## config.mk

```make
export PLATFORM = sky130hd
export DESIGN_NAME = control_unit
export DESIGN_NICKNAME = d
export VERILOG_FILES = /design/src/rtl/control_unit_pkg.sv /design/src/rtl/control_unit_mem_wait_timer.sv /design/src/rtl/control_unit.sv
export SDC_FILE = /design/constraint.sdc
export NUM_CORES = 1
export LEC_CHECK = 0
export BUFFER_PORTS_ARGS = -buffer_cell sky130_fd_sc_hd__buf_2
export CAP_MARGIN = 30
export CORE_UTILIZATION = 45
export DETAILED_ROUTE_END_ITERATION = 10
export PLACE_DENSITY = 0.82
export SLEW_MARGIN = 20
export SYNTH_ARGS = -nofsm -noshare
export SYNTH_HDL_FRONTEND = slang
export SYNTH_SLANG_ARGS = --single-unit
```

## constraint.sdc

```tcl
create_clock -name clk -period 2.15 [get_ports clk]
set_clock_uncertainty 0.15 [all_clocks]
set_input_delay 0 -clock clk [delete_from_list [all_inputs] [get_ports clk]]
set_output_delay 0 -clock clk [all_outputs]
set_load 0.1 [all_outputs]
```

## src/rtl/control_unit_pkg.sv

```systemverilog
// rtl/control_unit_pkg.sv - opcodes, ALU/fault codes and sequencer state encoding
package control_unit_pkg;

  localparam logic [4:0] OP_LD      = 5'b00000;
  localparam logic [4:0] OP_LDI     = 5'b00001;
  localparam logic [4:0] OP_ST      = 5'b00010;
  localparam logic [4:0] OP_ALUR_LO = 5'b00011;
  localparam logic [4:0] OP_ALUR_HI = 5'b01011;
  localparam logic [4:0] OP_ALUI_LO = 5'b01100;
  localparam logic [4:0] OP_ALUI_HI = 5'b01110;
  localparam logic [4:0] OP_BR      = 5'b10010;
  localparam logic [4:0] OP_JR      = 5'b10011;
  localparam logic [4:0] OP_NOP     = 5'b11010;
  localparam logic [4:0] OP_HALT    = 5'b11011;

  localparam logic [4:0] ALU_ADD = 5'b00011;

  localparam logic [1:0] FAULT_NONE    = 2'b00;
  localparam logic [1:0] FAULT_ILLEGAL = 2'b01;
  localparam logic [1:0] FAULT_MEM     = 2'b10;

  typedef enum logic [3:0] {
    S_F0, S_F1, S_F2, S_F3, S_E0, S_E1, S_E2, S_E3, S_E4, S_HALT
  } state_t;

  typedef enum logic [3:0] {
    C_LD, C_LDI, C_ST, C_ALUR, C_ALUI, C_BR, C_JR, C_NOP, C_HALT, C_ILL
  } op_class_t;

  // Groups opcodes that share one execute sequence; anything unlisted is illegal.
  function automatic op_class_t decode_class(input logic [4:0] op);
    op_class_t c;
    c = C_ILL;
    if (op == OP_LD)                                 c = C_LD;
    else if (op == OP_LDI)                           c = C_LDI;
    else if (op == OP_ST)                            c = C_ST;
    else if (op >= OP_ALUR_LO && op <= OP_ALUR_HI)   c = C_ALUR;
    else if (op >= OP_ALUI_LO && op <= OP_ALUI_HI)   c = C_ALUI;
    else if (op == OP_BR)                            c = C_BR;
    else if (op == OP_JR)                            c = C_JR;
    else if (op == OP_NOP)                           c = C_NOP;
    else if (op == OP_HALT)                          c = C_HALT;
    return c;
  endfunction

endpackage

```

## src/rtl/control_unit_mem_wait_timer.sv

```systemverilog
// rtl/control_unit_mem_wait_timer.sv - stall counter that flags a memory timeout
module control_unit_mem_wait_timer #(
  parameter int MEM_TIMEOUT = 15
) (
  input  logic clk,
  input  logic clear,
  input  logic en,
  input  logic done,
  output logic timeout
);

  logic [7:0] cnt_q;

  // Count consecutive stalled cycles; leaving the wait or completing rewinds to zero.
  always_ff @(posedge clk) begin
    if (!clear) begin
      cnt_q <= '0;
    end else if (!en || done) begin
      cnt_q <= '0;
    end else begin
      cnt_q <= cnt_q + 8'd1;
    end
  end

  // Fires on the stalled cycle whose increment would make the count reach MEM_TIMEOUT.
  assign timeout = en && !done && (cnt_q == 8'(MEM_TIMEOUT - 1));

endmodule

```

## src/rtl/control_unit.sv

```systemverilog
// rtl/control_unit.sv - hardwired Moore fetch/decode/execute sequencer for the DataPath
module control_unit
  import control_unit_pkg::*;
#(
  parameter int MEM_TIMEOUT = 15,
  parameter int CNT_W       = 16
) (
  input  logic             clk,
  input  logic             clear,
  input  logic [31:0]      ir,
  input  logic             con_ff,
  input  logic             mem_done,
  input  logic             stop,
  output logic             PCout,
  output logic             Zlowout,
  output logic             MDRout,
  output logic             Cout,
  output logic             BAout,
  output logic             Rout,
  output logic             MARin,
  output logic             MDRin,
  output logic             IRin,
  output logic             Yin,
  output logic             Zin,
  output logic             PCin,
  output logic             Rin,
  output logic             CONin,
  output logic             incPC,
  output logic             Read,
  output logic             Write,
  output logic             Gra,
  output logic             Grb,
  output logic             Grc,
  output logic [4:0]       Operator,
  output logic             run,
  output logic [1:0]       fault,
  output logic [CNT_W-1:0] instr_cnt
);

  state_t     state_q, state_d;
  logic [1:0] fault_q, fault_d;
  logic       count_en;
  logic       is_wait;
  logic       timeout;
  logic [4:0] opcode;
  op_class_t  cls;
  logic       unused_ir;

  assign opcode    = ir[31:27];
  assign cls       = decode_class(opcode);
  assign unused_ir = ^ir[26:0];

  assign is_wait = (state_q == S_F2) ||
                   (state_q == S_E3 && cls == C_LD) ||
                   (state_q == S_E4 && cls == C_ST);

  control_unit_mem_wait_timer #(.MEM_TIMEOUT(MEM_TIMEOUT)) u_timer (
    .clk     (clk),
    .clear   (clear),
    .en      (is_wait),
    .done    (mem_done),
    .timeout (timeout)
  );

  // State, sticky fault and retired-instruction counter.
  always_ff @(posedge clk) begin
    if (!clear) begin
      state_q   <= S_F0;
      fault_q   <= FAULT_NONE;
      instr_cnt <= '0;
    end else begin
      state_q <= state_d;
      fault_q <= fault_d;
      if (count_en) instr_cnt <= instr_cnt + CNT_W'(1);
    end
  end

  // Next state: walk the class sequence; a retiring exit honours stop, a stall timeout halts.
  always_comb begin
    logic retire;
    state_d  = state_q;
    fault_d  = fault_q;
    count_en = 1'b0;
    retire   = 1'b0;
    case (state_q)
      S_F0: state_d = S_F1;
      S_F1: state_d = S_F2;
      S_F2: if (mem_done) state_d = S_F3;
      S_F3: state_d = S_E0;
      S_E0: begin
        case (cls)
          C_JR, C_NOP: retire = 1'b1;
          C_HALT: begin
            state_d  = S_HALT;
            count_en = 1'b1;
          end
          C_ILL: begin
            state_d = S_HALT;
            fault_d = FAULT_ILLEGAL;
          end
          default: state_d = S_E1;
        endcase
      end
      S_E1: state_d = S_E2;
      S_E2: begin
        if (cls == C_LD || cls == C_ST || cls == C_BR) state_d = S_E3;
        else retire = 1'b1;
      end
      S_E3: begin
        if (cls == C_BR) retire = 1'b1;
        else if (cls == C_ST || mem_done) state_d = S_E4;
      end
      S_E4: begin
        if (cls == C_LD || mem_done) retire = 1'b1;
      end
      default: state_d = S_HALT;
    endcase
    if (retire) begin
      count_en = 1'b1;
      state_d  = stop ? S_HALT : S_F0;
    end
    if (timeout) begin
      state_d = S_HALT;
      fault_d = FAULT_MEM;
    end
  end

  // Output decode from registered state and opcode class; everything is quiet while clear is low.
  always_comb begin
    PCout = 1'b0; Zlowout = 1'b0; MDRout = 1'b0; Cout = 1'b0; BAout = 1'b0; Rout = 1'b0;
    MARin = 1'b0; MDRin = 1'b0; IRin = 1'b0; Yin = 1'b0; Zin = 1'b0; PCin = 1'b0;
    Rin = 1'b0; CONin = 1'b0; incPC = 1'b0; Read = 1'b0; Write = 1'b0;
    Gra = 1'b0; Grb = 1'b0; Grc = 1'b0;
    Operator = 5'b00000;
    if (clear) begin
      case (state_q)
        S_F0: begin PCout = 1'b1; MARin = 1'b1; incPC = 1'b1; Zin = 1'b1; end
        S_F1: begin Zlowout = 1'b1; PCin = 1'b1; end
        S_F2: begin Read = 1'b1; MDRin = 1'b1; end
        S_F3: begin MDRout = 1'b1; IRin = 1'b1; end
        S_E0: begin
          case (cls)
            C_LD, C_LDI, C_ST: begin Grb = 1'b1; BAout = 1'b1; Yin = 1'b1; end
            C_ALUR, C_ALUI:    begin Grb = 1'b1; Rout = 1'b1; Yin = 1'b1; end
            C_BR:              begin Gra = 1'b1; Rout = 1'b1; CONin = 1'b1; end
            C_JR:              begin Gra = 1'b1; Rout = 1'b1; PCin = 1'b1; end
            default: ;
          endcase
        end
        S_E1: begin
          case (cls)
            C_LD, C_LDI, C_ST: begin Cout = 1'b1; Zin = 1'b1; Operator = ALU_ADD; end
            C_ALUR:            begin Grc = 1'b1; Rout = 1'b1; Zin = 1'b1; Operator = opcode; end
            C_ALUI:            begin Cout = 1'b1; Zin = 1'b1; Operator = opcode; end
            C_BR:              begin PCout = 1'b1; Yin = 1'b1; end
            default: ;
          endcase
        end
        S_E2: begin
          case (cls)
            C_LD, C_ST:             begin Zlowout = 1'b1; MARin = 1'b1; end
            C_LDI, C_ALUR, C_ALUI:  begin Zlowout = 1'b1; Gra = 1'b1; Rin = 1'b1; end
            C_BR:                   begin Cout = 1'b1; Zin = 1'b1; Operator = ALU_ADD; end
            default: ;
          endcase
        end
        S_E3: begin
          case (cls)
            C_LD: begin Read = 1'b1; MDRin = 1'b1; end
            C_ST: begin Gra = 1'b1; Rout = 1'b1; MDRin = 1'b1; end
            C_BR: begin Zlowout = 1'b1; PCin = con_ff; end
            default: ;
          endcase
        end
        S_E4: begin
          case (cls)
            C_LD: begin MDRout = 1'b1; Gra = 1'b1; Rin = 1'b1; end
            C_ST: begin Write = 1'b1; MDRin = 1'b1; end
            default: ;
          endcase
        end
        default: ;
      endcase
    end
  end

  assign run   = (state_q != S_HALT);
  assign fault = fault_q;

endmodule

```

# Word-level counts from Yosys, hierarchy flattened

Index checks and enable logic that the tools add are counted.

Register bits: 30
Input port bits: 37
Word-level logic and storage cells: 171
Output and inout port bits: 44

$lt $le $gt $ge: 4
Add/sub/neg operators: 2
Equal/unequal tests: 37
Bitwise logic cells: 1
Multiplexer cells: 85
Reductions and logical operators: 36

Operator list:

| cell                                                                              | count |
|---|---|
| 4-bit two-way mux                                                                 | 15 |
| 1-bit two-way mux                                                                 | 47 |
| 4-bit case mux with 9 select lines                                                | 1 |
| 4-bit by 3-bit equality test with 1-bit output (second input constant)            | 8 |
| 5-bit equality test (second input constant)                                       | 4 |
| 5-bit case mux with 2 select lines                                                | 2 |
| 16-bit by 1-bit adder with 16-bit output (second input constant)                  | 1 |
| 4-bit by 2-bit equality test with 1-bit output (second input constant)            | 4 |
| 1-bit case mux with 3 select lines                                                | 5 |
| 1-bit case mux with 2 select lines                                                | 7 |
| 2-bit OR reduction                                                                | 7 |
| 4-bit equality test (second input constant)                                       | 3 |
| 4-bit inequality test (second input constant)                                     | 3 |
| 6-bit AND reduction                                                               | 2 |
| 5-bit by 4-bit less-or-equal comparator with 1-bit output (second input constant) | 2 |
| 3-bit by 2-bit inequality test with 1-bit output (second input constant)          | 3 |
| 8-bit by 1-bit adder with 8-bit output (second input constant)                    | 1 |
| 4-bit by 1-bit equality test with 1-bit output (second input constant)            | 2 |
| 8-bit by 4-bit equality test with 1-bit output (second input constant)            | 1 |
| 4-bit logical NOT                                                                 | 2 |
| 2-bit two-way mux                                                                 | 4 |
| 4-bit by 3-bit inequality test with 1-bit output (second input constant)          | 2 |
| 1-bit case mux with 4 select lines                                                | 2 |
| 4-bit case mux with 2 select lines                                                | 1 |
| other kinds (19)                                                                  | 36 |

# Logic depth before layout (Yosys ltp)

Depth in word-level cells: 18
Gate-level depth with buffers: 9

# Cells and area by module

A second synthesis with hierarchy kept.

Cells, all modules: 311
Area, all modules: 2328.5 um^2

Modules (own cells, without submodules):

| module                      | sequential area each (um^2) | instances | cells an instance | area an instance (um^2) |
|---|---|---|---|---|
| control_unit                | 440.4                       | 1         | 273               | 1963.1 |
| control_unit_mem_wait_timer | 160.2                       | 1         | 38                | 365.4 |

# Worst setup path before layout

No wires, ideal clock.

Path type: reg2out
Start: reg state_q[2]
End: out BAout
Setup slack: -2029 ps
Path buffers: 1
Data arrival time: 4029 ps
Stages on the path, launching flop included: 5
Cell sequence: dfxtp_1 buf_2 nor2b_1 nand3_1 nor4b_1

Word-level cells in the longest chain between the ends: 3

Ends and longest elaborated chain:

| item                                           | RTL line            | text |
|---|---|---|
| start: declaration                             | control_unit.sv:40  | `state_t state_q, state_d;` |
| start signal: assignment                       | control_unit.sv:72  | `state_q <= state_d;` |
| 4-bit by 3-bit equality test with 1-bit output | control_unit.sv:136 | `case (state_q)` |
| 1-bit two-way mux                              | control_unit.sv:136 |  |
| 1-bit two-way mux                              | control_unit.sv:135 | `if (clear) begin` |
| end: declaration                               | control_unit.sv:18  | `output logic BAout,` |

No other way between the ends.

# Worst setup path after layout

Start: reg state_q[3]
End: out Rout

Word-level cells in the longest chain between the ends: 3
Elaborated cells between the ends (all ways): 5

Ends and longest elaborated chain:

| item                                           | RTL line            | text |
|---|---|---|
| 4-bit by 3-bit equality test with 1-bit output | control_unit.sv:136 |  |
| 1-bit case mux with 3 select lines *           | control_unit.sv:136 |  |
| 1-bit two-way mux *                            | control_unit.sv:135 |  |
| end: declaration                               | control_unit.sv:19  | `output logic Rout,` |

Mark *: on every way between the ends. The rest lies on a longest branch, timed or not.

==> summary.md <==
| Metric | Value |
|---|---|
| Hold Crit Class | in2reg |
| Sw power | 0.0006357 W |
| Setup ws final | -0.01694 ns |
| Net Count, Synth | 336 |
| Initial Util | 46.92% |
| Placeable core area | 4755 um2 |
| Placer Congestion | 0.9209 |
| Synth unique cells | 56 |
| Root buf cell | clkbuf_8 |
| Clk_lat worst skew | 0.29 ns |
| Synth Register Bits | 30 |
| Fin area | 3388 um2 |
| Sequential area share after synthesis | 26.92% |
| Share of cells above drive strength 1 | 40.69% |
| Final wirelength | 7.453 mm |
| Maximum clock frequency | 461.5 MHz |
| Most used DFF post-synth | dfxtp_1 |
| Final Setup Violations | 1 |
| Worst Setup End Kind | output pin |
| Seq pwr share | 35.3% |
| Placed Instances | 425 |
| Synth area leaders | dfxtp_1, a21oi_1, nor2_1 |
| Die H | 72.41 um |
| Global route overflow | 0 |
| DR iter-0 viols | 244 |
| Total power | 0.001677 W |
| Nets@finish | 415 |
| Hold depth | 3 |
| Area growth, synth to finish | 51.88% |
| CP max stage cell | dfxtp_2 |
| Max-cap violations | 0 |
| Failing checks | setup timing |
| First-pass DRT Iterations | 5 |
| Remaining antenna violation count after routing | 0 |
| IO Count | 81 |
| WP data arrival | 2.02 ns |
| Crit Path Class | reg2out |
| Cells after synthesis | 296 |
| Slew Viols, Final | 0 |
| Worst-path clk slew | 0.06 ns |
| Switching Fraction | 37.92% |
| DIE AREA | 5243 um2 |
| Final worst path period need | 2.167 ns |
| Worst R2R Path Depth | 9 |
| Pre-CTS setup slack | 0.01569 ns |
| Clock share of power | 28.1% |
| Number of synthesized flops with an enable pin | 0 |
| Largest net degree at the start of global routing | 22 |
| Num CTS Buffers | 5 |
| Critical-path maximum fanout | 8 |
| Syn_area_per_cell | 7.537 um2 |
| Pwr/cell area | 494.9 nW/um2 |
| DR WL/cell | 16.82 um |
| # DRC | 0 |
| Crit path cell chain | buf_6 > nor2b_4 > nand4_1 > or2_4 > a221o_1 > a21oi_2 > buf_12 |
| Clk sink count | 30 |
| First-pass GRT wire length | 11.31 mm |
| Leakage power | 1.345 nW |
| # port buffers | 52 |
| RSZ-0062 raised after global routing | yes |
| Antenna cells | 0 |
| Tcrit/Tclk final | 100.8% |
| Num rows | 25 |
| Dpl hpwl | 5.013 mm |
| CTS tree | yes |
| Initial antenna violation count | 0 |
| Post-DP Area | 3109 um2 |
| CTS max path bufs | 2 |
| Crit path largest cell delay | 0.33 ns |
| Layout Cells excl Fill | 443 |
| Die Wd | 72.41 um |
| Via/cell ratio | 6.023 |
| Vias in the first global route | 2360 |
| Combinational share of power | 36.7% |
| Vias | 2668 |
| Worst setup SP type | register |
| FFs w/ async S/R, synth | 0% |
| Synth warn | 0 |
| Outcome | finished with violations |
| Synthesized area | 2231 um2 |
| Internal | 0.001041 W |
| CP required | 2.00 ns |
| VDD IR max | 0.0003275 V |
| H-Tree Depth | 2 |
| Gr usage total | 27.35% |
| Largest area contributor in the netlist | dfxtp_1 |
| Final Hold Fails | 0 |
| Yosys top cell area share | 26.92% |
| Final Core Density | 71.26% |
## flip-flops by register name (all words and copies together), names as in the netlist
signal,count
state_q,4
instr_cnt,16
u_timer.cnt_q,8
fault,2
## cells in the final DEF (no fill, tap or decap), types with 7 or more instances in the layout
cell	instances
buf_12	20
inv_1	8
nand4_1	8
buf_4	36
buf_2	31
or3_1	7
dfxtp_2	11
nand2b_1	12
xor2_1	9
nand3_1	10
dfxtp_1	16
nor2_1	25
nor2_2	8
nand2_1	22
a21oi_1	20
o21ai_0	13
## cells by family after synthesis
logic type | Yosys count | synth area share, %
buffers and inverters | 29 | 6.282
AOI/OAI and AO/OA | 76 | 23.11
adders and majority gates | 3 | 1.683
xor gates and xnor gates | 13 | 5.104
muxes | 5 | 2.300
and+or+nand+nor | 139 | 34.44
DFF | 30 | 26.92
other | 1 | 0.1681
## per-layer routing
layer	vias up	track usage (%)	share of wire [%]
met2	157	41.23	47
met4	0	9.804	2.3
li1	1232	-	-
met5	-	0	0
met1	1252	36.88	42
met3	27	8.194	9.2
## power groups by stage
stage / clock, W / sequential (W) / combinational, W
floorplan: 0 / 0.000598 / 0.000377
global placement: 0 / 0.000596 / 0.000555
detailed placement: 0 / 0.000597 / 0.000564
CTS: 0.000476 / 0.000588 / 0.000576
global route: 0.000508 / 0.000593 / 0.000639
finish: 0.000471 / 0.000591 / 0.000615
## repair_timing
action	4_1_cts	5_1_grt
pin swaps	3	4
hold buffers	2	0
endpoints found under the hold margin	5	0
setup endpoints to repair	7	22
gates resized for setup	9	19
buffers inserted	3	5
## cell usage after synthesis (all sizes together) (3+ instances only)
cell type / number
nor2: 35
a21oi: 26
o31ai: 7
inv: 8
or3: 7
a31oi: 4
xnor2: 4
o211ai: 5
nand2b: 12
nor2b: 3
and3: 4
nand3: 10
nand2: 22
and4: 3
and2: 6
nand4: 8
nor3: 9
clkbuf: 10
buf: 11
o21ai: 15
xor2: 9
mux2i: 4
dfxtp: 30
nor4b: 3
or4: 5
ha: 3
## cell type report
| type | count | area (um2) |
|---|---|---|
| fill | 367 | 1366 |
| clock inverter | 1 | 5.005 |
| inverter | 8 | 30.03 |
| clock buffer | 7 | 86.33 |
| multi-input combinational | 237 | 1670 |
| sequential | 30 | 625.6 |
| tap | 67 | 83.83 |
| timing repair buffer | 93 | 887.1 |
## worst max-delay path: cells and delay by family, from the launching register on
family,cells,cell delay (ns)
DFF,1,0.33
AOI/OAI and AO/OA,2,0.49
and+or+nand+nor,3,0.57
buffers and inverters,2,0.33
## worst paths after layout
check | startpoint | to | slack (ns)
setup / recovery | state_q[3] | Rout | -0.02
hold / removal | mem_done | fault[1] | 0.04
setup reg to reg | state_q[3] | state_q[3] | 0.03
hold reg to reg | instr_cnt[15] | instr_cnt[15] | 0.32
## metrics by stage
stage | TNS (ns) | hold WS (ns)
floorplan | -1.368 | 0.02463
global placement | 0 | 0.1752
detailed placement | 0 | 0.1637
CTS | 0 | 0.07250
global route | -0.2274 | 0.05333
finish | -0.01694 | 0.04480
(Power assumes the default switching activity.)
